`src/rtl/alu_instr_sequencer.sv`:
```
// Multi-cycle fetch/execute control sequencer for the bus datapath.
// Fetches one instruction per start request and runs one register-register ALU op.
// All outputs are registered and decoded from the next state, so they track the
// state register with no input-to-output combinational paths.
module alu_instr_sequencer #(
    parameter int unsigned OPW         = 5,
    parameter int unsigned NREG        = 16,
    parameter int unsigned ALU_TIMEOUT = 64
) (
    input  logic            clk,
    input  logic            clr,
    input  logic            start,
    input  logic            mem_ready,
    input  logic            alu_done,
    input  logic [OPW-1:0]  ir_opcode,
    input  logic [3:0]      ir_ra,
    input  logic [3:0]      ir_rb,
    input  logic [3:0]      ir_rc,
    output logic            busy,
    output logic            done,
    output logic            illegal,
    output logic            pc_out,
    output logic            mar_in,
    output logic            inc_pc,
    output logic            pc_in,
    output logic            mem_read,
    output logic            mdr_in,
    output logic            mdr_out,
    output logic            ir_in,
    output logic            y_in,
    output logic            z_in,
    output logic            zlow_out,
    output logic            zhigh_out,
    output logic            lo_in,
    output logic            hi_in,
    output logic [NREG-1:0] reg_out,
    output logic [NREG-1:0] reg_in,
    output logic [OPW-1:0]  alu_op
);

    localparam logic [OPW-1:0] OpAdd  = OPW'(5'b00011);
    localparam logic [OPW-1:0] OpSub  = OPW'(5'b00100);
    localparam logic [OPW-1:0] OpAnd  = OPW'(5'b00101);
    localparam logic [OPW-1:0] OpOr   = OPW'(5'b00110);
    localparam logic [OPW-1:0] OpRor  = OPW'(5'b00111);
    localparam logic [OPW-1:0] OpRol  = OPW'(5'b01000);
    localparam logic [OPW-1:0] OpShr  = OPW'(5'b01001);
    localparam logic [OPW-1:0] OpShra = OPW'(5'b01010);
    localparam logic [OPW-1:0] OpShl  = OPW'(5'b01011);
    localparam logic [OPW-1:0] OpDiv  = OPW'(5'b01111);
    localparam logic [OPW-1:0] OpMul  = OPW'(5'b10000);
    localparam logic [OPW-1:0] OpNeg  = OPW'(5'b10001);
    localparam logic [OPW-1:0] OpNot  = OPW'(5'b10010);

    localparam int unsigned     CntW    = $clog2(ALU_TIMEOUT + 1);
    // Count value seen in the last EXEC cycle allowed before aborting.
    localparam logic [CntW-1:0] CntLast = CntW'(ALU_TIMEOUT - 1);

    typedef enum logic [3:0] {
        StIdle, StT0, StT1, StT2, StDecode, StT3, StExec,
        StWb, StWbLo, StWbHi, StDone, StErr
    } state_e;

    state_e          state_q, state_d;
    logic [CntW-1:0] cnt_q, cnt_d;

    logic op_legal, op_unary, op_multi;
    logic [NREG-1:0] sel_ra, sel_rb, sel_rc;

    logic busy_d, done_d, illegal_d;
    logic pc_out_d, mar_in_d, inc_pc_d, pc_in_d, mem_read_d, mdr_in_d, mdr_out_d, ir_in_d;
    logic y_in_d, z_in_d, zlow_out_d, zhigh_out_d, lo_in_d, hi_in_d;
    logic [NREG-1:0] reg_out_d, reg_in_d;
    logic [OPW-1:0]  alu_op_d;

    // Opcode classification and one-hot register selects from the IR fields.
    always_comb begin
        op_legal = 1'b0;
        op_unary = 1'b0;
        op_multi = 1'b0;
        case (ir_opcode)
            OpAdd, OpSub, OpAnd, OpOr, OpRor, OpRol, OpShr, OpShra, OpShl: op_legal = 1'b1;
            OpDiv, OpMul: begin
                op_legal = 1'b1;
                op_multi = 1'b1;
            end
            OpNeg, OpNot: begin
                op_legal = 1'b1;
                op_unary = 1'b1;
            end
            default: op_legal = 1'b0;
        endcase
        sel_ra = {{(NREG-1){1'b0}}, 1'b1} << ir_ra;
        sel_rb = {{(NREG-1){1'b0}}, 1'b1} << ir_rb;
        sel_rc = {{(NREG-1){1'b0}}, 1'b1} << ir_rc;
    end

    // Next-state and EXEC wait counter.
    always_comb begin
        state_d = state_q;
        unique case (state_q)
            StIdle:   if (start) state_d = StT0;
            StT0:     state_d = StT1;
            StT1:     if (mem_ready) state_d = StT2;
            StT2:     state_d = StDecode;
            StDecode: begin
                if (!op_legal)     state_d = StErr;
                else if (op_unary) state_d = StExec;
                else               state_d = StT3;
            end
            StT3:     state_d = StExec;
            StExec: begin
                if (!op_multi)             state_d = StWb;
                else if (alu_done)         state_d = StWbLo;
                else if (cnt_q >= CntLast) state_d = StErr;
                else                       state_d = StExec;
            end
            StWb:     state_d = StDone;
            StWbLo:   state_d = StWbHi;
            StWbHi:   state_d = StDone;
            StDone:   state_d = StIdle;
            StErr:    state_d = StIdle;
            default:  state_d = StIdle;
        endcase
        // Counter sits at zero outside EXEC, so it is clear on every EXEC entry.
        cnt_d = (state_q == StExec) ? cnt_q + 1'b1 : '0;
    end

    // Output decode from the next state; registered below.
    always_comb begin
        busy_d      = (state_d != StIdle);
        done_d      = (state_d == StDone);
        illegal_d   = (state_d == StErr);
        pc_out_d    = (state_d == StT0);
        mar_in_d    = (state_d == StT0);
        inc_pc_d    = (state_d == StT0);
        z_in_d      = (state_d == StT0) || (state_d == StExec);
        zlow_out_d  = (state_d == StT1) || (state_d == StWb) || (state_d == StWbLo);
        // PC reload only on the first T1 cycle, not while waiting on memory.
        pc_in_d     = (state_d == StT1) && (state_q == StT0);
        mem_read_d  = (state_d == StT1);
        mdr_in_d    = (state_d == StT1);
        mdr_out_d   = (state_d == StT2);
        ir_in_d     = (state_d == StT2);
        y_in_d      = (state_d == StT3);
        lo_in_d     = (state_d == StWbLo);
        zhigh_out_d = (state_d == StWbHi);
        hi_in_d     = (state_d == StWbHi);
        reg_out_d   = '0;
        reg_in_d    = '0;
        alu_op_d    = '0;
        if (state_d == StT3) begin
            reg_out_d = sel_rb;
        end
        if (state_d == StExec) begin
            reg_out_d = op_unary ? sel_rb : sel_rc;
            alu_op_d  = ir_opcode;
        end
        if (state_d == StWb) begin
            reg_in_d = sel_ra;
        end
    end

    // State, counter and registered outputs; clr drops everything at once.
    always_ff @(posedge clk or posedge clr) begin
        if (clr) begin
            state_q   <= StIdle;
            cnt_q     <= '0;
            busy      <= 1'b0;
            done      <= 1'b0;
            illegal   <= 1'b0;
            pc_out    <= 1'b0;
            mar_in    <= 1'b0;
            inc_pc    <= 1'b0;
            pc_in     <= 1'b0;
            mem_read  <= 1'b0;
            mdr_in    <= 1'b0;
            mdr_out   <= 1'b0;
            ir_in     <= 1'b0;
            y_in      <= 1'b0;
            z_in      <= 1'b0;
            zlow_out  <= 1'b0;
            zhigh_out <= 1'b0;
            lo_in     <= 1'b0;
            hi_in     <= 1'b0;
            reg_out   <= '0;
            reg_in    <= '0;
            alu_op    <= '0;
        end else begin
            state_q   <= state_d;
            cnt_q     <= cnt_d;
            busy      <= busy_d;
            done      <= done_d;
            illegal   <= illegal_d;
            pc_out    <= pc_out_d;
            mar_in    <= mar_in_d;
            inc_pc    <= inc_pc_d;
            pc_in     <= pc_in_d;
            mem_read  <= mem_read_d;
            mdr_in    <= mdr_in_d;
            mdr_out   <= mdr_out_d;
            ir_in     <= ir_in_d;
            y_in      <= y_in_d;
            z_in      <= z_in_d;
            zlow_out  <= zlow_out_d;
            zhigh_out <= zhigh_out_d;
            lo_in     <= lo_in_d;
            hi_in     <= hi_in_d;
            reg_out   <= reg_out_d;
            reg_in    <= reg_in_d;
            alu_op    <= alu_op_d;
        end
    end

endmodule

```
`config.mk`:
```
export PLATFORM = sky130hd
export DESIGN_NAME = alu_instr_sequencer
export DESIGN_NICKNAME = d
export VERILOG_FILES = /design/src/rtl/alu_instr_sequencer.sv
export SDC_FILE = /design/constraint.sdc
export NUM_CORES = 1
export LEC_CHECK = 0
export CORE_MARGIN = 2
export CORE_UTILIZATION = 40
export CTS_CLUSTER_SIZE = 20
export DETAILED_ROUTE_END_ITERATION = 7
export PLACE_DENSITY = 0.69
export SYNTH_ARGS = -nofsm -noshare
export SYNTH_HDL_FRONTEND = slang
export SYNTH_SLANG_ARGS = --single-unit
```
`constraint.sdc`:
```
create_clock -name clk -period 2.5 [get_ports clk]
set_clock_uncertainty 0.05 [all_clocks]
set_input_delay 0.375 -clock clk [delete_from_list [all_inputs] [get_ports clk]]
set_output_delay 0.375 -clock clk [all_outputs]
set_load 0.05 [all_outputs]
```
Yosys cells after proc, flatten, opt, wreduce, memory -nomap -nowiden
Cells that the tools add are included.
Storage, ports and cells
  register bits after elaboration: 60
Cells by class
  $add $sub $neg: 1
  order comparisons: 1
  equality and inequality tests: 32
  shifts and indexed selects: 3
  multiplexer cells: 17
  reductions and logical operators: 10
Operators by type and width (count)
  $mux W16: 4
  $shl A1 B4 Y16 const A: 3
  $pmux W4 S9: 1
  $eq A4 B3 Y1 const B: 7
  $eq A5 B4 Y1 const B: 5
  $eq A4 B4 Y1 const B: 6
  $mux W4: 6
  $eq A5 B3 Y1 const B: 4
  $eq A4 B2 Y1 const B: 4
  $eq A5 B5 Y1 const B: 3
  $reduce_or A13 Y1: 1
  $eq A4 B1 Y1 const B: 2
  $add A7 B1 Y7 const B: 1
  $ge A7 B6 Y1 const B: 1
  $mux W7: 1
  $reduce_or A2 Y1: 3
  $eq A5 B2 Y1 const B: 1
  $mux W5: 1
  $logic_not A4 Y1: 1
  $reduce_bool A4 Y1: 1
  $logic_or A1 B1 Y1: 3
  $mux W1: 3
  $mux W2: 1
  $logic_and A1 B1 Y1: 1

Depth between registers and ports, before layout
  depth in word-level cells: 9
  depth in mapped cells: 9

Least setup slack after synthesis
OpenSTA, ideal clock, no wires.
  path type: input to register
  from: input port ir_opcode[2]
  to: register busy
  setup time: 139 ps
  arrival time: 1933 ps
  required time: 2311 ps
  setup slack: 379 ps
  stages on the path: 7
  buffers on the path: 1
  cell sequence: buf_2 nor3b_2 nand2_1 a221o_1 nor2_2 inv_2 or4_1
Between the ends
  word-level cells in the longest chain between the ends: 7
  elaborated cells on any way between the ends: 24
  classes of those cells: eq/ne: 13; mux: 7; reduce/logical: 4
RTL lines
  start, declared: line 15  | input logic [OPW-1:0] ir_opcode,
  $eq A5 B5 Y1: line 81  | case (ir_opcode)
  $reduce_or A2 Y1: line 81
  $mux W1: line 81
  $mux W2: line 108  | else if (op_unary) state_d = StExec;
  $mux W4: line 107  | if (!op_legal) state_d = StErr;
  $pmux W4 S9 (*): line 101  | unique case (state_q)
  named net state_d[0]: line 64  | state_e state_q, state_d;
  $reduce_bool A4 Y1 (*): line 131  | busy_d = (state_d != StIdle);
  named net busy_d: line 70  | logic busy_d, done_d, illegal_d;
  end signal, assigned: line 192  | busy <= busy_d;
  end, declared: line 19  | output logic busy,
The timed path passes the listed nets; every way through them passes the cells marked *.

Final worst setup path
  from: input port ir_opcode[4]
  to: register busy
The elaborated chain is that of the path after synthesis.

==> flow_summary.json <==
{
  "period_minus_slack_ns": 2.312,
  "firstDrtPassIters": 4,
  "cts.path.max_buffers": 2,
  "relSlewSlack": 0.6167,
  "combPwrFrac": 0.388,
  "cp.required_ns": 2.65,
  "hpwlAfterDp_um": 4513,
  "final_common_cell": "clkdlybuf4s50_1",
  "worst-r2r-cell-count": 6,
  "grt_pass1_wl_um": 10610,
  "postCtsSetupBuffers": 0,
  "power_frac_clock": 0.298,
  "final.fill_count": 590,
  "cell_internal_pwr_uw": 2454,
  "hold_class": "input pin to async pin",
  "slowest_delay_ns": 0.58,
  "multi_input_area_um2": 1130,
  "ant_nets": 0,
  "cts_tree": "done",
  "fmax_mhz": 432.6,
  "htree_levels": 3,
  "ys_types": 50,
  "hold_viol_final": 0,
  "critPathLaunchType": "input pin",
  "cts_num_sinks": 60,
  "syn_area_um2": 2779,
  "routed_via_density": 5.385,
  "hold_buffers": 0,
  "whs_ns": 0.3612,
  "arrival_ns": 2.46,
  "die_area_um2": 7630,
  "clk_latency_ns": 0.33,
  "ys_warn_count": 0,
  "syn_inst": 283,
  "layout_common_cells": "75 x clkdlybuf4s50_1, 60 x dfrtp_1, 47 x nor2_1",
  "overflow": 0,
  "avgRoutedWirePerCell_um": 14.55,
  "cts_resized": 0,
  "die_h_um": 87.35,
  "seq_area_um2": 1501,
  "core-area_um2": 6756,
  "synth-edff-count": 0,
  "syn2layout_area_growth_pct": 42.50,
  "clock-root-buffer": "clkbuf_8",
  "syn-num-nets": 306,
  "outcome": "finished, final reports clean",
  "drive_gt1_frac": 0.1183,
  "cap_violations": 0,
  "slowest_stage": "clkdlybuf4s50_1",
  "gp_congestion": 0.8754,
  "slew_viol_final": 0,
  "power_uw": 3844,
  "r2r-start": "state_q[1]",
  "io_pins": 76,
  "worstSetupPathType": "input pin to register",
  "crit_path_cell_trace": "clkdlybuf4s50_1 > nor3b_2 > nand2_1 > a221o_1 > nor2_2 > inv_2 > or4_1",
  "power_density_nw_per_um2": 970.6,
  "antenna_found_initial": 0,
  "p_sw_uw": 1390,
  "grt_max_degree": 34,
  "seqPwrFrac": 0.314,
  "ys_ff_latch": 60,
  "cts_buffers": 9,
  "num-nets-final": 390,
  "rsz0062_at_grt": "no",
  "swShare": 0.3617,
  "synthArstFlopShare": 1.000,
  "grt_usage": 0.1806,
  "final_cells": 452,
  "yosysSeqAreaShare": 0.5403,
  "io_buffer_count": 75,
  "dp_cells": 436,
  "vias": 2434,
  "drt_iter0_markers": 113,
  "num_rows": 30,
  "worstMarginPinSlew_ns": 0.5742,
  "grt_pass1_vias": 2240,
  "synth-main-ff-cell": "dfrtp_1",
  "critPathCaptureType": "register",
  "ir_drop_v": 0.0003974,
  "drc_errors": 0,
  "n_antenna_cell": 0,
  "total_leakage_power_uw": 0.001706,
  "setup_violations": 0,
  "fp.dieW_um": 87.35,
  "rrSetupSlack_ns": 0.35,
  "finalCritPeriodShare": 0.9247,
  "start_util": 0.4113,
  "avgSynthCellArea_um2": 9.819,
  "path_clk_slew_ns": 0.07,
  "cp_max_fo": 6,
  "wl_um": 6578,
  "r2r_end": "busy"
}
metrics by stage:
stage           TNS, ns  utilization  cell area, um^2  worst slack (ns)
4_1_cts               0       0.5861             3960            0.2038
2_1_floorplan         0            -             2779            0.3788
3_5_place_dp    -0.8578       0.5463             3691           -0.1492
6_report              0       0.5861             3960            0.1883
3_3_place_gp   -0.09475       0.5463             3691          -0.08060
5_1_grt               0       0.5861             3960           0.05999
worst max-delay path: cells and delay by family:
family,cells,cell delay [ns]
AOI/OAI and AO/OA,1,0.43
and+or+nand+nor,4,1.03
buffers and inverters,2,0.63
area by class of cell:
cell class	count	share of cell area
sequential	60	0.3791
inverter	11	0.01043
clock inverter	3	0.02275
clock buffer	13	0.04518
multi-input combinational	191	0.2853
timing repair buffer	94	0.2319
tap	80	0.02528
worst max path at each step:
| stage | slack, ns | from | endpoint |
|---|---|---|---|
| 6_report | 0.19 | ir_opcode[4] | busy |
| 5_1_grt | 0.06 | ir_opcode[4] | busy |
| 4_1_cts | 0.20 | ir_opcode[0] | busy |
| 3_5_place_dp | -0.15 | ir_opcode[0] | busy |
| 3_3_place_gp | -0.08 | ir_opcode[1] | busy |
| 2_1_floorplan | 0.38 | ir_opcode[2] | busy |
registers in the layout (all words and copies together), names as in the netlist, 4 cells and up:
name,count
state_q,4
reg_out,16
reg_in,16
cnt_q,7
alu_op,5
power groups by stage:
stage          logic [uW]  clock network, uW  registers (uW)
3_5_place_dp         1490                  0            1230
3_3_place_gp         1470                  0            1220
4_1_cts              1500               1170            1210
5_1_grt              1590               1210            1220
2_1_floorplan         660                  0            1520
6_report             1490               1150            1210
cells by family after synthesis:
| logic type | after synthesis | share of synthesized area |
|---|---|---|
| AOI/OAI and AO/OA | 57 | 0.1472 |
| muxes | 1 | 0.004052 |
| adders and majority gates | 1 | 0.004502 |
| and+or+nand+nor | 125 | 0.2287 |
| xor gates and xnor gates | 7 | 0.02206 |
| DFF | 60 | 0.5403 |
| buffers and inverters | 32 | 0.05313 |
synth_stat cells (2+ instances only):
master	instances	area, um^2
and3_1	4	25.02
a21oi_1	7	35.03
inv_1	10	37.54
nor4_1	5	31.28
clkbuf_1	8	30.03
nand4_1	3	18.77
or2_2	2	12.51
a31oi_1	9	56.30
nand2b_1	8	50.05
nor2b_1	10	62.56
a41oi_1	6	52.55
o32ai_1	5	43.79
nor2_1	47	176.4
nand3_1	10	50.05
o22ai_1	11	68.82
xor2_1	6	52.55
dfrtp_1	60	1501
o211ai_1	3	22.52
o21ai_0	3	15.01
a21o_1	3	22.52
and2_1	2	12.51
buf_2	7	35.03
nor4b_1	3	26.28
nand2_1	12	45.04
nor3_1	10	50.05
buf_4	5	37.54
per-layer routing:
metal  global-route usage  wire length [um]
met4              0.06993                89
met1               0.2412              2921
met3              0.05024               454
met2               0.2789              3112
met5                    0                 0
Note: power is estimated with default switching activity, not from simulation.
